### src/rtl/pixel_stream_reader.sv
// Raster-order frame reader feeding the 7x7 window builder pixel stream.
// Two-entry skid buffer absorbs RAM latency under downstream backpressure.
module pixel_stream_reader #(
  parameter int IMG_WIDTH  = 64,
  parameter int IMG_HEIGHT = 64,
  parameter int ADDR_W     = 12
) (
  input  logic              clk,
  input  logic              reset,
  input  logic              start,
  input  logic              ready,
  output logic              mem_rd_en,
  output logic [ADDR_W-1:0] mem_addr,
  input  logic [7:0]        mem_rdata,
  output logic              pix_enable,
  output logic [7:0]        pix_data,
  output logic              frame_start,
  output logic              line_start,
  output logic              busy,
  output logic              done
);

  localparam int NPIX      = IMG_WIDTH * IMG_HEIGHT;
  localparam int FLUSH_PIX = 3 * IMG_WIDTH + 3;
  localparam int TOTAL     = NPIX + FLUSH_PIX;
  localparam int CW        = $clog2(TOTAL + 1);
  localparam int XW        = $clog2(IMG_WIDTH);

  localparam logic [CW-1:0] NPIX_C  = CW'(NPIX);
  localparam logic [CW-1:0] LAST_RD = CW'(NPIX - 1);
  localparam logic [CW-1:0] TOT_C   = CW'(TOTAL);
  localparam logic [CW-1:0] LAST_PX = CW'(TOTAL - 1);
  localparam logic [XW-1:0] COL_MAX = XW'(IMG_WIDTH - 1);

  typedef enum logic [2:0] {
    S_IDLE,
    S_READ,
    S_DRAIN,
    S_FLUSH,
    S_DONE
  } state_t;

  state_t        state_q, state_d;
  logic [CW-1:0] iss_q, iss_d;
  logic [CW-1:0] emit_q, emit_d;
  logic [XW-1:0] col_q, col_d;
  logic [1:0]    occ_q, occ_d;
  logic          pend_q, pend_d;
  logic          pzero_q, pzero_d;
  logic [7:0]    buf0_q, buf0_d;
  logic [7:0]    buf1_q, buf1_d;

  logic       pop;
  logic       push;
  logic [7:0] pdat;
  logic       want_rd;
  logic       want_zero;
  logic       credit_ok;
  logic       issue;
  logic       start_acc;

  assign pop  = (occ_q != 2'd0) && ready;
  assign push = pend_q;
  assign pdat = pzero_q ? 8'd0 : mem_rdata;

  // Zero pushes may begin in DRAIN so the flush follows the image gaplessly.
  assign want_rd   = (state_q == S_READ);
  assign want_zero = ((state_q == S_DRAIN) || (state_q == S_FLUSH))
                     && (iss_q < TOT_C);
  assign credit_ok = (({1'b0, occ_q} + {2'b0, pend_q}) - {2'b0, pop})
                     < 3'd2;
  assign issue     = (want_rd || want_zero) && credit_ok;
  assign start_acc = (state_q == S_IDLE) && start;

  assign mem_rd_en   = want_rd && credit_ok;
  assign mem_addr    = mem_rd_en ? ADDR_W'(iss_q) : '0;
  assign pix_enable  = pop;
  assign pix_data    = (occ_q != 2'd0) ? buf0_q : 8'd0;
  assign frame_start = pop && (emit_q == '0);
  assign line_start  = pop && (emit_q < NPIX_C) && (col_q == '0);
  assign busy        = (state_q != S_IDLE) && (state_q != S_DONE);
  assign done        = (state_q == S_DONE);

  always_comb begin
    state_d = state_q;
    unique case (state_q)
      S_IDLE:  if (start) state_d = S_READ;
      S_READ:  if (issue && (iss_q == LAST_RD)) state_d = S_DRAIN;
      S_DRAIN: if (pop && (emit_q == LAST_RD)) state_d = S_FLUSH;
      S_FLUSH: if (pop && (emit_q == LAST_PX)) state_d = S_DONE;
      S_DONE:  state_d = S_IDLE;
      default: state_d = S_IDLE;
    endcase
  end

  always_comb begin
    iss_d  = iss_q;
    emit_d = emit_q;
    col_d  = col_q;
    if (start_acc) begin
      iss_d  = '0;
      emit_d = '0;
      col_d  = '0;
    end else begin
      if (issue) iss_d = iss_q + 1'b1;
      if (pop) emit_d = emit_q + 1'b1;
      if (pop && (emit_q < NPIX_C)) begin
        col_d = (col_q == COL_MAX) ? '0 : col_q + 1'b1;
      end
    end
  end

  always_comb begin
    occ_d   = occ_q;
    buf0_d  = buf0_q;
    buf1_d  = buf1_q;
    pend_d  = issue;
    pzero_d = want_zero;
    unique case ({push, pop})
      2'b10: begin
        if (occ_q == 2'd0) buf0_d = pdat;
        else buf1_d = pdat;
        occ_d = occ_q + 2'd1;
      end
      2'b01: begin
        buf0_d = buf1_q;
        occ_d  = occ_q - 2'd1;
      end
      2'b11: begin
        if (occ_q == 2'd1) begin
          buf0_d = pdat;
        end else begin
          buf0_d = buf1_q;
          buf1_d = pdat;
        end
      end
      default: ;
    endcase
  end

  always_ff @(posedge clk) begin
    if (!reset) begin
      state_q <= S_IDLE;
      iss_q   <= '0;
      emit_q  <= '0;
      col_q   <= '0;
      occ_q   <= 2'd0;
      pend_q  <= 1'b0;
      pzero_q <= 1'b0;
      buf0_q  <= 8'd0;
      buf1_q  <= 8'd0;
    end else begin
      state_q <= state_d;
      iss_q   <= iss_d;
      emit_q  <= emit_d;
      col_q   <= col_d;
      occ_q   <= occ_d;
      pend_q  <= pend_d;
      pzero_q <= pzero_d;
      buf0_q  <= buf0_d;
      buf1_q  <= buf1_d;
    end
  end

endmodule

### config.mk
export PLATFORM = sky130hd
export DESIGN_NAME = pixel_stream_reader
export DESIGN_NICKNAME = d
export VERILOG_FILES = /design/src/rtl/pixel_stream_reader.sv
export SDC_FILE = /design/constraint.sdc
export NUM_CORES = 1
export LEC_CHECK = 0
export BUFFER_PORTS_ARGS = -buffer_cell sky130_fd_sc_hd__buf_2
export CORE_MARGIN = 2
export CORE_UTILIZATION = 25
export DETAILED_ROUTE_END_ITERATION = 10
export GPL_TIMING_DRIVEN = 0
export SLEW_MARGIN = 25
export SYNTH_ARGS = -nofsm -noshare
export SYNTH_HDL_FRONTEND = slang
export SYNTH_SLANG_ARGS = --single-unit
### constraint.sdc
create_clock -name clk -period 6.8 [get_ports clk]
set_clock_uncertainty 0.15 [all_clocks]
set_input_delay 1.02 -clock clk [delete_from_list [all_inputs] [get_ports clk]]
set_output_delay 1.02 -clock clk [all_outputs]
set_load 0.02 [all_outputs]
Word level (Yosys, flattened, before mapping)
Index checks and enable logic that the tools add are counted.
{"block": "word_totals", "output_inout_bits": 26, "input_bits": 12, "word_cells": 83, "reg_bits": 55}
{"block": "op_classes", "n_addsub": 7, "mux": 16, "n_eq_ne": 20, "bitwise": 1, "n_lt_le_gt_ge": 3, "n_reduce_logical": 27}
{"cell": "$mux 8", "n": 6}
{"cell": "$add 13x1->13 const B", "n": 2}
{"cell": "$eq 13x12->1 const B", "n": 2}
{"cell": "$lt 13x13->1 const B", "n": 2}
{"cell": "$pmux 8 s3", "n": 1}
{"cell": "$pmux 8 s2", "n": 1}
{"cell": "$eq 13x13->1 const B", "n": 1}
{"cell": "$logic_not 13->1", "n": 1}
{"cell": "$logic_and 1x1->1", "n": 12}
{"cell": "$mux 12", "n": 1}
{"cell": "$mux 3", "n": 4}
{"cell": "$pmux 3 s4", "n": 1}
{"cell": "$ne 2x2->1 const B", "n": 4}
{"cell": "$add 6x1->6 const B", "n": 1}
{"cell": "$eq 3x2->1 const B", "n": 2}
{"cell": "$eq 6x6->1 const B", "n": 1}
{"cell": "$logic_not 6->1", "n": 1}
{"cell": "$mux 6", "n": 1}
{"cell": "$ne 2x1->1 const B", "n": 3}
{"cell": "$reduce_bool 2->1", "n": 3}
{"cell": "$reduce_bool 3->1", "n": 2}
{"cell": "$eq 2x1->1 const B", "n": 2}
{"cell": "$eq 2x2->1 const B", "n": 2}
{"cell": "$pmux 2 s2", "n": 1}
{"cell": "16 further kinds", "n": 17}

Depth between registers and ports, before layout
{"block": "depth", "depth_word": 8, "ltp_mapped": 14, "ltp_nobuf": 11}

Worst setup path before layout
No wires, ideal clock.
{"block": "synth_path", "path_kind": "input -> output", "start": "input port ready", "end": "output port mem_addr[10]", "arrival_time_ns": 3.414, "n_path_buf": 3, "t_required_ns": 5.630, "slack_ns": 2.216, "path_stages": 10, "path_cell_list": "nand2b_1 -> clkbuf_1 -> ha_1 -> nand2b_1 -> fa_1 -> xnor2_1 -> and3_1 -> clkbuf_1 -> clkbuf_1 -> and2_1"}
{"block": "synth_between", "elab_chain_cells": 5}
{"item": "start, declared", "line_no": "11", "rtl": "input logic ready,"}
{"item": "$logic_and 1x1->1", "line_no": "62", "rtl": "assign pop = (occ_q != 2'd0) && ready;"}
{"item": "$sub 3x1->3", "line_no": "70", "rtl": "assign credit_ok = (({1'b0, occ_q} + {2'b0, pend_q}) - {2'b0, pop})"}
{"item": "$lt 3x2->1", "line_no": "71", "rtl": "< 3'd2;"}
{"item": "$logic_and 1x1->1", "line_no": "75", "rtl": "assign mem_rd_en = want_rd && credit_ok;"}
{"item": "net mem_rd_en", "line_no": "12", "rtl": "output logic mem_rd_en,"}
{"item": "$mux 12", "line_no": "76", "rtl": "assign mem_addr = mem_rd_en ? ADDR_W'(iss_q) : '0;"}
{"item": "end, declared", "line_no": "13", "rtl": "output logic [ADDR_W-1:0] mem_addr,"}
The timed path passes the listed nets, and every way through them passes these cells.

Worst setup path after layout
{"block": "layout_path", "start": "input port ready", "end": "output port mem_addr[7]"}
{"block": "layout_between", "elab_chain_cells": 5}
{"item": "$logic_and 1x1->1", "line_no": "62"}
{"item": "$sub 3x1->3", "line_no": "70"}
{"item": "$lt 3x2->1", "line_no": "71"}
{"item": "$logic_and 1x1->1", "line_no": "75"}
{"item": "$mux 12", "line_no": "76"}
No other way between the ends.

==> impl_metrics.yaml <==
synth:
  ys_seq_elements: 55
  synth_top_area_share_pct: 38.26
  synth_edf_count: 0
  synth_area_um2: 2878
  synthCells: 357
  yosys.cell_types.count: 46
  synth_area_leader_cell: "dfxtp_1"
  synth.avg_cell_area_um2: 8.061
  syn_nets: 379
  synthTopCellsByCount: "dfxtp_1 (55), nand2_1 (47), nor2_1 (41), a21oi_1 (21), nor2b_1 (18)"
  yosys_most_used_dff: "dfxtp_1"
  ys_top_cells_by_area: "dfxtp_1 (38%), nand2_1 (6.1%), nor2_1 (5.3%)"
  ys_warn_count: 0
  synth_seq_area_share_pct: 38.26
  synth.most_common_cell: "dfxtp_1"
  synthArstFlopShare_pct: 0
drt:
  drt_wl_total_um: 6407
  ant_nets: 0
  vias: 2539
  vias_per_cell: 4.659
  drtPass1Iterations: 4
  detail_route.wl_per_cell_um: 11.76
  drc: 0
  drt_iter0_drc: 119
clocking:
  clockBufferDepth: 2
  post_cts_resized: 0
  cts_buffers: 5
  clock-sinks: 55
  h-tree-depth: 2
  hold_buffers: 0
  cts-root-buf: "clkbuf_16"
  cts_setup_buffers: 0
  path_clk_slew_ps: 70
  worstSkewPairLatency_ps: 300
  cts_tree: "done"
setup_path:
  path_class: "in2out"
  worstPathMaxFanout: 10
  cp-start-kind: "primary input"
  crit_path_max_incr_delay_ps: 420
  critPathArrivalTime_ps: 3750
  cp-end-kind: "output pin"
  slowest_stage: "fa_1"
  cp_cell_sequence: "buf_2, nand2b_1, clkbuf_1, ha_1, nand2b_1, fa_1, xnor2_1, and3_1, clkbuf_1, clkbuf_1, and2_1, buf_2"
  required_ps: 5630
  crit_top_cell: "clkbuf_1"
timing:
  tightest_slew_ps: 645.4
  finalSetupTns_ps: 0
  rsz0062_at_grt: "no"
  timing.final.crit_period_ps: 4917
  setup_viol: 0
  fin_crit_sh_pct: 72.31
  clock.fmax_ghz: 0.2034
  relSlewSlack_pct: 56.64
  hold_violations: 0
  maxSlewViolCount: 0
power_and_ir_drop:
  powerDensity_nw_per_um2: 256.6
  ir_drop_v: 0.0001045
  p_leak_nw: 1.292
  power.total_mw: 0.8697
grt:
  grt_pass1_wl_um: 10830
  track_usage_pct: 10.54
  antenna_found_initial: 0
  grt_overflow: 0
  grt_max_degree: 19
  grt_pass1_vias: 2409
min_path:
  hp-class: "reg2reg"
placement:
  dp_hpwl_um: 5040
  place_congestion: 0.7839
  port_buffers: 37
final_layout:
  diodes: 0
  final_nets: 423
  layout-drive-gt1-share_pct: 14.18
  syn_to_final_growth_pct: 17.78
die:
  die_y_um: 111.3
  die_w_um: 111.3
  core-area_um2: 11320
  io_pins: 38
  initial_utilization_pct: 25.42
  die_area_um2: 12390
  num_rows: 39
status:
  status: "completed"
job:
  drv_cap: 0
==> stage by stage <==
stage | area [µm²] | worst slack (ps) | utilization, % | cells | hold WS, ps
after floorplan | 2878 | 2216 | - | 357 | 306.7
after CTS | 3390 | 1850 | 29.94 | 545 | 333.9
after detailed placement | 3242 | 1854 | 28.64 | 537 | 325.8
after global placement | 3242 | 1923 | 28.64 | 537 | 324.8
after global routing | 3390 | 1603 | 29.94 | 545 | 377.0
final | 3390 | 1883 | 29.94 | 545 | 336.8
==> worst max-delay path, delay by kind of cell <==
| family | cells | cell delay (ps) |
|---|---|---|
| xor gates and xnor gates | 1 | 240 |
| adders and majority gates | 2 | 760 |
| buffers and inverters | 5 | 1120 |
| and+or+nand+nor | 4 | 600 |
==> cell usage in the layout (no fill, tap or decap), types with 3 or more instances in the layout <==
cell type and n:
a311oi_1 8, nor2_1 41, and2_1 14, inv_1 15
xnor2_1 6, nand2_1 47, nand3_1 11, a21oi_1 21
clkbuf_16 5, and3_1 5, clkbuf_1 8, nor2b_1 18
buf_2 38, o21ai_0 16, mux2i_1 8, and4_1 4
ha_1 9, or3_1 12, nor3_1 3, xor2_1 10
nand4_1 7, dfxtp_1 55, nor4_1 5
==> state kept, by name, summed over array words and instances (netlist names) <==
name,count
buf0_q,8
col_q,6
occ_q,2
pzero_q,1
iss_q,13
state_q,3
buf1_q,8
emit_q,13
pend_q,1
==> where the power goes <==
group	total [mW]	internal, mW	switching (mW)
Clock	0.259	0.139	0.120
Sequential	0.384	0.359	0.0246
Combinational	0.227	0.0879	0.139
==> cells by family after synthesis <==
kind of cell,Yosys count,share of synthesized area (%)
AOI/OAI and AO/OA,62,13.78
xor gates and xnor gates,16,4.869
adders and majority gates,10,4.609
buffers and inverters,27,3.869
DFF,55,38.26
muxes,8,2.783
and+or+nand+nor,179,31.83
==> layer usage <==
metal / share of wire (%) / GRT usage (%) / up-vias
li1: - / - / 1333
met1: 46 / 12.41 / 1181
met2: 50 / 18.78 / 18
met3: 1.9 / 2.023 / 7
met4: 1.8 / 4.198 / 0
met5: 0 / 0 / -
==> final timing paths <==
kind                   from           to  slack [ps]  depth (start not counted)
setup reg to reg   occ_q[1]    iss_q[10]        3010                         13
hold reg to reg   emit_q[0]    emit_q[0]         340                          2
hold / removal    emit_q[0]    emit_q[0]         340                          2
setup / recovery      ready  mem_addr[7]        1880                         12
==> layout make-up <==
| cell class | instances | area [µm²] |
|---|---|---|
| Fill cell | 1236 | 7931 |
| Timing Repair Buffer | 37 | 185.2 |
| Buffer | 12 | 55.05 |
| Inverter | 15 | 56.30 |
| Clock inverter | 3 | 22.52 |
| Multi-Input combinational cell | 275 | 1665 |
| Sequential cell | 55 | 1101 |
| Clock buffer | 5 | 125.1 |
| Tap cell | 143 | 178.9 |
Note: power is estimated with default switching activity, not from simulation.
